==> config.mk <==
export PLATFORM = sky130hd
export DESIGN_NAME = detect_udiv_29u22u_8_seq
export DESIGN_NICKNAME = d
export VERILOG_FILES = /design/src/rtl/detect_udiv_29u22u_8_seq.sv
export SDC_FILE = /design/constraint.sdc
export NUM_CORES = 1
export LEC_CHECK = 0
export BUFFER_PORTS_ARGS = -buffer_cell sky130_fd_sc_hd__buf_2
export CAP_MARGIN = 25
export CORE_MARGIN = 2
export CORE_UTILIZATION = 55
export CTS_CLUSTER_SIZE = 40
export DETAILED_ROUTE_END_ITERATION = 7
export PLACE_DENSITY = 0.78
export SYNTH_ARGS = -nofsm -noshare
export SYNTH_HDL_FRONTEND = slang
export SYNTH_SLANG_ARGS = --single-unit
==> constraint.sdc <==
create_clock -name ap_clk -period 3.5 [get_ports ap_clk]
set_input_delay 0 -clock ap_clk [delete_from_list [all_inputs] [get_ports ap_clk]]
set_output_delay 0 -clock ap_clk [all_outputs]
set_load 0.05 [all_outputs]
==> src/rtl/detect_udiv_29u22u_8_seq.sv <==
// Sequential restoring unsigned divider (29u / 22u -> 8u quotient, 22u remainder), one quotient bit per cycle.
// Divide-by-zero and quotient overflow are classified at accept and reported one cycle later with a saturated quotient.
module detect_udiv_29u22u_8_seq #(
  parameter int DIVIDEND_W = 29,
  parameter int DIVISOR_W  = 22,
  parameter int QUO_W      = 8
) (
  input  logic                  ap_clk,
  input  logic                  ap_rst,
  input  logic                  din_valid,
  output logic                  din_ready,
  input  logic [DIVIDEND_W-1:0] dividend,
  input  logic [DIVISOR_W-1:0]  divisor,
  output logic                  dout_valid,
  input  logic                  dout_ready,
  output logic [QUO_W-1:0]      quotient,
  output logic [DIVISOR_W-1:0]  remainder,
  output logic                  ovf,
  output logic                  dbz
);

  localparam int HI_W  = DIVIDEND_W - QUO_W;
  localparam int CNT_W = (QUO_W > 1) ? $clog2(QUO_W) : 1;
  localparam int CMP_W = HI_W + DIVISOR_W;

  typedef enum logic [1:0] {IDLE, CALC, DONE} state_t;

  state_t               state, state_next;
  logic [DIVISOR_W-1:0] rem_q;
  logic [DIVISOR_W-1:0] dsr_q;
  logic [QUO_W-1:0]     low_q;
  logic [QUO_W-1:0]     quo_acc;
  logic [CNT_W-1:0]     cnt;
  logic                 spec_dbz;
  logic                 spec_ovf;

  logic                 accept;
  logic                 finish;
  logic                 special;
  logic [HI_W-1:0]      hi;
  logic                 ovf_in;
  logic [DIVISOR_W:0]   trial;
  logic [DIVISOR_W:0]   diff;
  logic                 ge;
  logic [DIVISOR_W-1:0] rem_next;
  logic [QUO_W-1:0]     quo_next;

  assign din_ready  = (state == IDLE) & ~ap_rst;
  assign dout_valid = (state == DONE);
  assign accept     = din_valid & din_ready;
  assign special    = spec_dbz | spec_ovf;

  // The quotient fits in QUO_W bits only if the upper dividend bits are below the divisor.
  assign hi     = dividend[DIVIDEND_W-1:QUO_W];
  assign ovf_in = ({{DIVISOR_W{1'b0}}, hi} >= {{HI_W{1'b0}}, divisor});

  assign trial    = {rem_q, low_q[QUO_W-1]};
  assign diff     = trial - {1'b0, dsr_q};
  assign ge       = (trial >= {1'b0, dsr_q});
  assign rem_next = DIVISOR_W'(ge ? diff : trial);
  assign quo_next = {quo_acc[QUO_W-2:0], ge};

  assign finish = (state == CALC) & (special | (cnt == CNT_W'(QUO_W - 1)));

  always_ff @(posedge ap_clk or posedge ap_rst) begin
    if (ap_rst) begin
      state <= IDLE;
    end else begin
      state <= state_next;
    end
  end

  always_comb begin
    state_next = state;
    case (state)
      IDLE:    if (accept) state_next = CALC;
      CALC:    if (finish) state_next = DONE;
      DONE:    if (dout_ready) state_next = IDLE;
      default: state_next = IDLE;
    endcase
  end

  always_ff @(posedge ap_clk or posedge ap_rst) begin
    if (ap_rst) begin
      rem_q     <= '0;
      dsr_q     <= '0;
      low_q     <= '0;
      quo_acc   <= '0;
      cnt       <= '0;
      spec_dbz  <= 1'b0;
      spec_ovf  <= 1'b0;
      quotient  <= '0;
      remainder <= '0;
      ovf       <= 1'b0;
      dbz       <= 1'b0;
    end else begin
      if (accept) begin
        dsr_q    <= divisor;
        rem_q    <= DIVISOR_W'(hi);
        low_q    <= dividend[QUO_W-1:0];
        quo_acc  <= '0;
        cnt      <= '0;
        spec_dbz <= (divisor == '0);
        spec_ovf <= (divisor != '0) & ovf_in;
      end else if (state == CALC) begin
        rem_q   <= rem_next;
        low_q   <= {low_q[QUO_W-2:0], 1'b0};
        quo_acc <= quo_next;
        cnt     <= cnt + 1'b1;
      end
      // Result registers only change when entering DONE, so they hold through DONE and IDLE.
      if (finish) begin
        quotient  <= special ? '1 : quo_next;
        remainder <= special ? '0 : rem_next;
        ovf       <= spec_ovf;
        dbz       <= spec_dbz;
      end
    end
  end

endmodule

# --- Word level (Yosys, flattened, before mapping) ---
# Index checks and enable logic that the tools add are counted.
op_classes:
  addsub: 2
  order_cmp: 2
  n_eq_ne: 6
  mux: 15
  bitwise_logic: 7
  reduce_logical: 5
op_table:
  columns: ["op", "count"]
  rows:
  - ["22-bit two-way mux", 4]
  - ["8-bit two-way mux", 3]
  - ["23-bit by 22-bit >= comparator with 1-bit output", 1]
  - ["21-bit by 22-bit >= comparator with 1-bit output", 1]
  - ["22-bit zero test", 1]
  - ["22-bit nonzero test", 1]
  - ["22-bit subtractor", 1]
  - ["7-bit two-way mux", 2]
  - ["2-bit two-way mux", 3]
  - ["3-bit two-way mux", 2]
  - ["2-bit case mux with 3 select lines", 1]
  - ["1-bit bitwise AND", 4]
  - ["2-bit != test, second input constant", 2]
  - ["3-bit by 1-bit adder with 3-bit output, second input constant", 1]
  - ["3-bit == test, second input constant", 1]
  - ["3-bit AND reduction", 1]
  - ["2-bit by 1-bit == test with 1-bit output, second input constant", 1]
  - ["2-bit == test, second input constant", 1]
  - ["2-bit zero test", 1]
  - ["2-bit by 1-bit != test with 1-bit output, second input constant", 1]
  - ["1-bit OR", 2]
  - ["2-bit nonzero test", 1]
  - ["1-bit NOT", 1]
word_totals:
  regBits: 98
  inputBits: 55
  out_inout_bits: 34
  wordCells: 49

# --- Logic depth before layout (Yosys ltp) ---
# Gate-level depths: netlist of the first run.
depth:
  word_depth: 5
  depth_mapped: 12
  depth_no_buf: 11

# --- Worst setup path before layout of the first run ---
# No wires, ideal clock.
synth_path:
  path_type: "flip-flop to flip-flop"
  startpoint: "reg state[0]"
  endpoint: "reg dsr_q[1]"
  setup_ps: 133
  t_arrival_ps: 2675
  required_time_ps: 3367
  setup_slack_ps: 692
  path_stages_with_launch: 7
  n_path_buf: 3
  period_less_slack_ps: 2808
  path_cell_list: "dfrtp_1 > nor3_1 > and2_1 > clkbuf_1 > clkbuf_1 > clkbuf_1 > o21ai_0"
synth_via:
  elab_chain_cells: 3
synth_rtl:
  columns: ["element", "line_no", "text"]
  rows:
  - ["start: declaration", "28", "state_t state, state_next;"]
  - ["start signal: assignment", "69", "state <= state_next;"]
  - ["2-bit zero test", "48", "assign din_ready = (state == IDLE) & ~ap_rst;"]
  - ["1-bit bitwise AND", "48", null]
  - ["named net din_ready", "11", "output logic din_ready,"]
  - ["1-bit bitwise AND", "50", "assign accept = din_valid & din_ready;"]
  - ["end signal: assignment", "98", "dsr_q <= divisor;"]
  - ["end: declaration", "30", "logic [DIVISOR_W-1:0] dsr_q;"]
# The timed path passes the listed nets, and every way through them passes these cells.
# A chain may end at the register's enable or synchronous reset.

# --- Worst setup path in the final report of the first run ---
layout_path:
  startpoint: "reg rem_q[6]"
  endpoint: "reg remainder[10]"
layout_via:
  elab_chain_cells: 3
  elab_cells_between_ends: 4
  cone_classes: "add/sub (1); order compare (1); mux (2)"
layout_rtl:
  columns: ["element", "line_no", "text"]
  rows:
  - ["start: declaration", "29", "logic [DIVISOR_W-1:0] rem_q;"]
  - ["start signal: assignment", "99", "rem_q <= DIVISOR_W'(hi);"]
  - ["start signal: assignment", "106", "rem_q <= rem_next;"]
  - ["22-bit subtractor or 23-bit by 22-bit >= comparator with 1-bit output (tied branches)", "58, 59", null]
  - ["22-bit two-way mux *", "60", "assign rem_next = DIVISOR_W'(ge ? diff : trial);"]
  - ["22-bit two-way mux *", "114", "remainder <= special ? '0 : rem_next;"]
  - ["end signal: assignment", "114", null]
  - ["end: declaration", "17", "output logic [DIVISOR_W-1:0] remainder,"]
# Mark *: on every way between the ends. The rest lies on a longest branch, timed or not.

==> flow_metrics.tcl, run 1 <==
set metrics [dict create \
    status "finished clean" \
    finalMaxSlewViolations 0 \
    finalHoldViolCount 0 \
    startpoint "rem_q[6]" \
    num-fill-cells 793 \
    slew_headroom_pct 48.99 \
    antenna_found_initial 0 \
    first_global_vias 5199 \
    met3_usage_pct 4.537 \
    grt_max_degree 81 \
    port_buffers 88 \
    gr-usage-met1_pct 36.94 \
    dieArea_sq_um 11320 \
    area.sequential_sq_um 2452 \
    p_leak_nw 3.480 \
    drc_errors 0 \
    synth_edf_count 0 \
    clock-sinks 98 \
    syn_avg_cell_area_sq_um 8.957 \
    cts_root_buf "clkbuf_8" \
    r2r_slack_ns 0.68 \
    grtUsageTotal_pct 28.28 \
    synth_flop_cell "dfrtp_1" \
    core_sq_um 10230 \
    synth_warnings 0 \
    multi_input_area_sq_um 2995 \
    worstPathMaxFanout 26 \
    area_growth_pct 22.69 \
    synthesis.nets 745 \
    drt_pre_antenna_iters 5 \
    htreeDepth 3 \
    clock_path_buffers 2 \
    gp_congestion 0.8912 \
    worst_slew_pin_slew_ns 0.7651 \
    setup_viol 0 \
    power_density_nw_per_um2 1055 \
    rows 37 \
    r2r_start "rem_q[6]" \
    seq_area_frac_synth_pct 42.52 \
    grt_pass1_wl_microns 25240 \
    wl_per_cell_microns 16.64 \
    setup_slack_ns 0.6758 \
    timing.rr.end "remainder[10]" \
    io_pins 89 \
    maxCapViolCount 0 \
    finalWirelength_microns 15240 \
    synthArstFlopShare_pct 100.0 \
    setup_tns_ns 0 \
    hold_class "primary input to async pin" \
    diodes 0 \
    max-vdd-ir-drop_mv 0.5744 \
    critPathLaunchType "register" \
    path_clk_slew_ns 0.10 \
    worst_setup_path_end_kind "register" \
    netlist_area_sq_um 5768 \
    arrival_ns 3.08 \
    dr.first_iter.drc_count 344 \
    num_vias 5238 \
    die_width_microns 106.4 \
    dpl_worst_slack_ns 0.6283 \
    busiest_layer "met2" \
    clock_skew_ns 0.007814 \
    synth-seq-cells 98 \
    clock_latency_ns 0.37 \
    numPlacedInstances 845 \
    die_h_microns 106.4 \
    grt.overflow.total 0 \
    rsz0062_at_grt "no" \
    finalCritPeriodShare_pct 80.69 \
    start_util_pct 56.38 \
    clock.fmax_mhz 354.1 \
    cp.required_ns 3.76 \
    post_cts_buffers 0 \
    drive_gt1_share_pct 16.54 \
    fin_crit_ns 2.824 \
    tritoncts "built" \
    grtUsageMet2_pct 48.58 \
    ant_nets 0 \
    fin_cells 916 \
    reg2reg_depth 9 \
    syn_inst 644 \
    cts_made_buffers 9 \
    whs_ns 0.04394 \
    dpl.hpwl_microns 10470 \
    setup.worst_path.class "register to register" \
    layout.nets 876 \
    routed_via_density 5.718 \
    ys_types 55 \
    crit_end "remainder[10]" \
]
through the flow:
stage          util [%]  power [mW]  cell area (sq um)
2_1_floorplan         -       5.571               5768
3_5_place_dp      61.62       6.575               6305
3_3_place_gp      61.62       6.499               6305
5_1_grt           69.17       8.120               7077
4_1_cts           68.63       7.365               7022
6_report          69.17       7.467               7077
cell usage after synthesis, types with 4 or more instances:
library cell / number / area [sq um]
o21ai_0: 90 / 450.4
nand2b_1: 9 / 56.30
inv_1: 51 / 191.4
o21ai_1: 7 / 35.03
ha_1: 45 / 563.0
o22a_1: 8 / 70.07
a22oi_1: 21 / 157.7
nor4_1: 7 / 43.79
clkbuf_1: 21 / 78.83
xnor2_1: 13 / 113.9
nor3_1: 6 / 30.03
and3_1: 5 / 31.28
nor2_1: 12 / 45.04
xor2_1: 5 / 43.79
dfrtp_1: 98 / 2452
a222oi_1: 4 / 40.04
a21oi_1: 23 / 115.1
nand4_1: 5 / 31.28
or2_2: 4 / 25.02
o211ai_1: 7 / 52.55
and2_1: 4 / 25.02
a21o_1: 13 / 97.59
nand2_1: 115 / 431.7
buf_2: 4 / 20.02
nand3_1: 8 / 40.04
or3_1: 5 / 31.28
mux2i_1: 11 / 110.1
nor2b_1: 7 / 43.79
sequential cells by signal, summed over array words and instances (netlist names), 2 cells and up:
signal / cells
cnt: 3
dsr_q: 22
low_q: 8
quo_acc: 7
quotient: 8
rem_q: 22
remainder: 22
state: 2
repair_timing:
item,CTS,global route
endpoints found under the hold margin,128,0
resized for setup,0,0
hold buffers,53,0
layout by cell type (no fill, tap or decap), drive strengths merged, types with 11 or more instances in the layout:
cell type    synthesis  final
xnor2               13     13
inv                 51     54
buf                  9     97
dfrtp               98     98
mux2i               11     11
nand2              115    115
ha                  45     45
dlygate4sd3          0     53
o21ai               97     97
a21o                13     13
a22oi               21     21
a21oi               24     24
nor2                12     12
logic make-up (layout without fill, tap and decap cells):
logic type | count (synthesis) | count (layout) | share of synthesized area (%)
AO/OA/AOI/OAI | 200 | 200 | 22.15
XOR/XNOR | 18 | 18 | 2.733
adder cells (fa/ha/maj) | 46 | 46 | 10.11
buffers and inverters | 81 | 217 | 5.618
flip-flops | 98 | 98 | 42.52
multiplexers | 12 | 12 | 2.104
AND/OR/NAND/NOR | 189 | 189 | 14.77
where the power goes:
part | leakage [nW] | switching (mW) | total, mW | internal (mW)
Combinational | 2.16 | 2.99 | 4.82 | 1.83
Sequential | 1.23 | 0.300 | 1.92 | 1.62
Clock | 0.0912 | 0.433 | 0.721 | 0.287
Total | 3.48 | 3.73 | 7.47 | 3.74
worst min path at each step:
stage	slack (ns)	to	from	cells after the start
after floorplan	0.11	dsr_q[0]	divisor[0]	2
after global placement	0.19	state[1]	dout_ready	2
after detailed placement	0.20	low_q[0]	dividend[0]	3
after CTS	0.04	low_q[2]	din_valid	5
after global routing	0.04	low_q[5]	ap_rst	3
final	0.04	quotient[7]	ap_rst	3
layer usage:
layer / wire [microns] / part of all wire, %
met5: 0 / 0
met4: 216 / 1.4
met3: 747 / 4.9
met2: 7593 / 50
met1: 6681 / 44
layout make-up:
cell class | count | share of cell area (%)
Multi-Input combinational cell | 465 | 42.33
Clock inverter | 6 | 0.6895
Sequential cell | 98 | 34.65
Tap cell | 136 | 2.405
Clock buffer | 10 | 1.945
Timing Repair Buffer | 150 | 15.24
Inverter | 51 | 2.740
worst max-delay path, stage by stage (launching register included):
cell and delay, ns:
dfrtp_1 0.43, ha_1 0.38, nand2_1 0.08, or3_1 0.41, nor4_1 0.27, nor3_2 0.10
o211ai_4 0.25, buf_16 0.23, mux2_2 0.36, a22o_1 0.20
(Power assumes the default switching activity.)
==> run 2: changes to the inputs <==
- ABC_AREA: unset -> 1
- PLACE_DENSITY: 0.78 -> 0.77
- clock period: 3.5 -> 2.8 ns (I/O delays scaled with it)
==> flow_metrics.tcl, run 2 <==
set metrics [dict create \
    synthArstFlopShare_pct 100.0 \
    layout_commonest_cell "nand2_1" \
    grtUsageTotal_pct 31.72 \
    setup.worst_path.class "register to register" \
    comb_power_share_pct 64.8 \
    met3_usage_pct 7.284 \
    p_sw_mw 5.808 \
    synthesis.nets 1022 \
    antenna_found_initial 0 \
    cp.required_ns 3.05 \
    fin_util_pct 68.21 \
    area_growth_pct 20.17 \
    crit_top_cell "nand2_1" \
    clock_latency_ns 0.36 \
    worst_slew_pin_slew_ns 0.7592 \
    die_width_microns 112.8 \
    startpoint "rem_q[15]" \
    path_cells "ha_1 -> nand2_1 -> nand2_1 -> nand2_1 -> nand2_1 -> a21oi_2 -> o21a_1 -> nand3_1 -> nand3_1 -> nand2_1" \
    p_total_mw 10.90 \
    fin_area_sq_um 7821 \
    port_buffers 88 \
    cts_made_buffers 9 \
    routed_via_density 5.378 \
    switching_share_pct 53.28 \
    setup_viol 0 \
    first_global_vias 6348 \
    grtUsageMet2_pct 50.46 \
    start_util_pct 56.76 \
    cts_root_buf "clkbuf_16" \
    ant_nets 0 \
    synth_area_leader_cell "dfrtp_1" \
    dr.first_iter.drc_count 497 \
    finalCritPeriodShare_pct 86.89 \
    hold_class "primary input to register" \
    io_pins 89 \
    cpPeakStageDelay_ns 0.45 \
    synth_warnings 0 \
    grt_pass1_wl_microns 31670 \
    grt.overflow.total 0 \
    clock-sinks 98 \
    worstPathMaxFanout 11 \
    gr-usage-met1_pct 43.91 \
    syn_avg_cell_area_sq_um 7.067 \
    setup_tns_ns 0 \
    r2r_start "rem_q[15]" \
    rows 39 \
    seqPwrFrac_pct 22.3 \
    ys_types 39 \
    synth_edf_count 0 \
    htreeDepth 3 \
    path_clk_slew_ns 0.07 \
    synth_top_area_share_pct 37.68 \
    drc_errors 0 \
    critPathLaunchType "register" \
    yosys-top-cells-area "dfrtp_1 (38%), nand2_1 (19%), inv_1 (9.2%)" \
    layout_common_cells "nand2_1 (328), inv_1 (159), dfrtp_1 (98)" \
    max-vdd-ir-drop_mv 1.074 \
    synth_flop_cell "dfrtp_1" \
    finalMaxSlewViolations 0 \
    maxCapViolCount 0 \
    post-synth-top-count-cell "nand2_1" \
    power.internal_mw 5.092 \
    hold_depth 4 \
    postPlaceCellArea_sq_um 7097 \
    largestRegisters "dsr_q (22), rem_q (22), remainder (22)" \
    core_sq_um 11470 \
    dpl.hpwl_microns 13900 \
    slew_headroom_pct 49.39 \
    gp_congestion 1.016 \
    p_leak_nw 4.404 \
    num_vias 6405 \
    clock_power_share_pct 12.9 \
    drt_pre_antenna_iters 5 \
    wl_per_cell_microns 16.34 \
    cts_resized 0 \
    dieArea_sq_um 12720 \
    cpMaxStageDelayCell "dfrtp_1" \
    diodes 0 \
    seq_area_frac_synth_pct 37.68 \
    netlist_area_sq_um 6509 \
    busiest_layer "met2" \
    status "finished clean" \
    fin_crit_ns 2.433 \
    tritoncts "built" \
    syn_inst 921 \
    rsz0062_at_grt "no" \
    die_h_microns 112.8 \
    finalWirelength_microns 19460 \
    finalHoldViolCount 0 \
    worst_setup_path_end_kind "register" \
    synth-seq-cells 98 \
    clock_skew_ns 0.01349 \
    hold_path.startpoint "dividend[16]" \
    power_density_nw_per_um2 1394 \
    synth_common_cells "nand2_1 (328), inv_1 (160), dfrtp_1 (98), nand3_1 (46), ha_1 (45)" \
    drive_gt1_share_pct 12.88 \
    layout.nets 1144 \
    grt_max_degree 60 \
    clock_path_buffers 2 \
    clock.fmax_mhz 411.0 \
    arrival_ns 2.68 \
    reg2reg_depth 10 \
]
run 2: changes by cell type in the layout (fill, tap and decap cells not counted), sizes merged, moves of 13 or more:
| cell | delta |
|---|---|
| nor2 | +35 |
| dlygate4sd3 | -14 |
| a21o | -13 |
| inv | +115 |
| a22oi | -21 |
| nand2 | +215 |
| nand3 | +38 |
| a22o | +13 |
| o21ai | -59 |
run 2: power by group through the flow:
stage | combinational, mW | clock (mW) | sequential [mW]
CTS | 6.96 | 1.42 | 2.42
detailed placement | 6.88 | 0 | 2.44
global placement | 6.83 | 0 | 2.42
global route | 7.86 | 1.47 | 2.50
floorplan | 4.76 | 0 | 2.93
finish | 7.06 | 1.41 | 2.43
run 2: timing repair:
item | 4_1_cts | 5_1_grt
hold endpoints to repair | 96 | 0
setup buffers | 0 | 0
hold buffers | 39 | 0
run 2: final timing paths:
check | slack [ns] | to
min reg2reg | 0.47 | remainder[15]
min | 0.006 | rem_q[8]
max | 0.37 | rem_q[19]
max reg2reg | 0.37 | rem_q[19]
min in group asynchronous | 0.35 | quo_acc[0]
max in group asynchronous | 1.75 | remainder[10]
run 2: cells by family after synthesis:
kind of cell               Yosys count  synth area share (%)
adders and majority gates           46                 8.958
and+or+nand+nor                    455                 28.89
AOI/OAI and AO/OA                  119                 11.53
DFF                                 98                 37.68
xor gates and xnor gates             8                 1.077
buffers and inverters              195                 11.86
run 2: routing by layer:
metal  wire [microns]  vias to the layer above
met5                0                        -
met3             1543                       36
met4              370                        0
met1             8755                     2938
met2             8788                      274
li1                 -                     3157
run 2: worst max-delay path: cells and delay by family, from the launching register on:
kind | cells | cell delay (ns)
adders and majority gates | 1 | 0.41
and+or+nand+nor | 7 | 0.77
DFF | 1 | 0.45
AOI/OAI and AO/OA | 2 | 0.69
run 2: through the flow:
| stage | setup slack, ns | hold slack, ns | instances |
|---|---|---|---|
| 6_report | 0.3670 | 0.005717 | 1191 |
| 5_1_grt | 0.2319 | 0.01518 | 1191 |
| 4_1_cts | 0.4164 | 0.004135 | 1191 |
| 3_5_place_dp | 0.4394 | 0.1862 | 1136 |
| 3_3_place_gp | 0.4224 | 0.1762 | 1136 |
| 2_1_floorplan | 0.2379 | 0.08627 | 921 |
run 2: cell type report:
class | count | area (sq um)
fillers | 990 | 3646
multi-input cells | 628 | 3284
flip-flops and latches | 98 | 2452
repair buffers | 138 | 938.4
inverters | 168 | 633.1
clock buffers | 9 | 225.2
well taps | 143 | 178.9
clock inverters | 7 | 108.9
==> run 3: changes to the inputs <==
- CORE_UTILIZATION: 55 -> 59
- PLACE_DENSITY: 0.77 -> 0.82
==> flow_metrics.tcl, run 3 (synthesis gave the netlist of run 2 again) <==
set metrics [dict create \
    htreeDepth 3 \
    start_util_pct 60.31 \
    slew_headroom_pct 56.37 \
    fin_crit_ns 2.403 \
    routed_via_density 5.542 \
    clock_skew_ns 0.01879 \
    fin_area_sq_um 7779 \
    largestRegisters "dsr_q (22), rem_q (22), remainder (22)" \
    setup_viol 0 \
    layout.nets 1156 \
    worst_slew_pin_slew_ns 0.6544 \
    finalMaxSlewViolations 0 \
    worstPathMaxFanout 24 \
    num-fill-cells 828 \
    num_vias 6650 \
    cpMaxStageDelayCell "dfrtp_1" \
    dieArea_sq_um 11890 \
    path_clk_slew_ns 0.11 \
    cts_made_buffers 9 \
    critPathLaunchType "register" \
    postPlaceCellArea_sq_um 7076 \
    critPathBufInv 1 \
    cpPeakStageDelay_ns 0.46 \
    rows 38 \
    first_global_vias 6407 \
    max-vdd-ir-drop_mv 0.8779 \
    port_buffers 88 \
    io_pins 89 \
    setup_slack_ns 0.3970 \
    hold_class "primary input to register" \
    whs_ns 0.04038 \
    critPathTopFamily "simple AND/OR/NAND/NOR gates" \
    crit_top_cell "nand2_1" \
    drc_errors 2 \
    dpl_worst_slack_ns 0.4356 \
    drt_pre_antenna_iters 7 \
    die_width_microns 109.0 \
    clock.fmax_mhz 416.1 \
    diodes 0 \
    ant_nets 0 \
    grt_pass1_wl_microns 33090 \
    maxCapViolCount 0 \
    cp.required_ns 3.09 \
    power_density_nw_per_um2 1352 \
    grt_max_degree 53 \
    die_h_microns 109.0 \
    dr.first_iter.drc_count 619 \
    p_leak_nw 4.386 \
    grt.overflow.total 0 \
    finalCritPeriodShare_pct 85.82 \
    reg2reg_depth 11 \
    path_cells "ha_1 -> nand2_1 -> nor2_2 -> nand2_1 -> nor2_1 -> nand2_1 -> nand4_4 -> buf_4 -> nand2_1 -> o211ai_1 -> nand2_1" \
    worst-path-stages 11 \
    drive_gt1_share_pct 12.83 \
    tritoncts "built" \
    antenna_found_initial 0 \
    clock-sinks 98 \
    worst_setup_path_end_kind "register" \
    layout_commonest_cell "nand2_1" \
    post_cts_buffers 0 \
    status "finished, violations left" \
    fin_util_pct 72.07 \
    wl_per_cell_microns 17.24 \
    arrival_ns 2.69 \
    clock_path_buffers 2 \
    clock_latency_ns 0.41 \
    layout_common_cells "nand2_1 (328), inv_1 (159), dfrtp_1 (98)" \
    gp_congestion 1.035 \
    failed_checks "DRC" \
    core_sq_um 10790 \
    cts_root_buf "clkbuf_8" \
    finalHoldViolCount 0 \
    setup.worst_path.class "register to register" \
    setup_tns_ns 0 \
    dpl.hpwl_microns 14040 \
    area_growth_pct 19.51 \
    finalWirelength_microns 20690 \
    grtUsageTotal_pct 37.05 \
    hold_depth 4 \
    rsz0062_at_grt "no" \
]
==> run 3: report_power, final <==
part           leakage, nW  internal (mW)  switching [mW]
registers             1.23           2.03           0.407
clock network        0.104          0.359           0.614
logic                 3.05           2.24            4.86
==> run 3: final timing paths <==
path,startpoint,slack [ns],endpoint
worst max-delay path,rem_q[7],0.40,remainder[0]
worst min-delay path,dividend[14],0.04,rem_q[6]
worst max register to register,rem_q[7],0.40,remainder[0]
worst min register to register,remainder[15],0.48,remainder[15]
max in group asynchronous,ap_rst,1.71,remainder[12]
min in group asynchronous,ap_rst,0.25,quotient[2]
==> run 3: layer usage <==
| metal | global-route usage, % | wire length (microns) | vias to the layer above |
|---|---|---|---|
| met2 | 58.16 | 9548 | 359 |
| met5 | 4.018 | 56 | - |
| met1 | 51.23 | 8620 | 3056 |
| li1 | - | - | 3176 |
| met3 | 7.711 | 1889 | 57 |
| met4 | 11.45 | 577 | 2 |
==> run 3: final cells by class <==
| type | instances | area, sq um | area share [%] |
|---|---|---|---|
| Inverter | 168 | 633.1 | 8.139 |
| Clock buffer | 9 | 123.9 | 1.592 |
| Clock inverter | 7 | 78.83 | 1.013 |
| Tap cell | 140 | 175.2 | 2.252 |
| Timing Repair Buffer | 150 | 1031 | 13.25 |
| Multi-Input combinational cell | 628 | 3284 | 42.22 |
| Sequential cell | 98 | 2452 | 31.53 |
==> run 3: worst register-to-register path: stages, from the launching register on <==
cell	delay [ns]
dfrtp_1	0.46
ha_1	0.38
nand2_1	0.14
nor2_2	0.21
nand2_1	0.10
nor2_1	0.10
nand2_1	0.09
nand4_4	0.18
buf_4	0.30
nand2_1	0.12
o211ai_1	0.14
nand2_1	0.07
==> run 3: what timing repair did <==
| action | CTS | global route |
|---|---|---|
| endpoints found under the hold margin | 99 | 0 |
| resized for setup | 0 | 0 |
| hold buffers | 50 | 0 |
==> run 3: stage by stage <==
| stage | total power, mW | instances |
|---|---|---|
| after floorplan | 7.686 | 921 |
| after global placement | 9.187 | 1134 |
| after detailed placement | 9.278 | 1134 |
| after CTS | 10.32 | 1200 |
| after global routing | 11.45 | 1200 |
| final | 10.51 | 1200 |
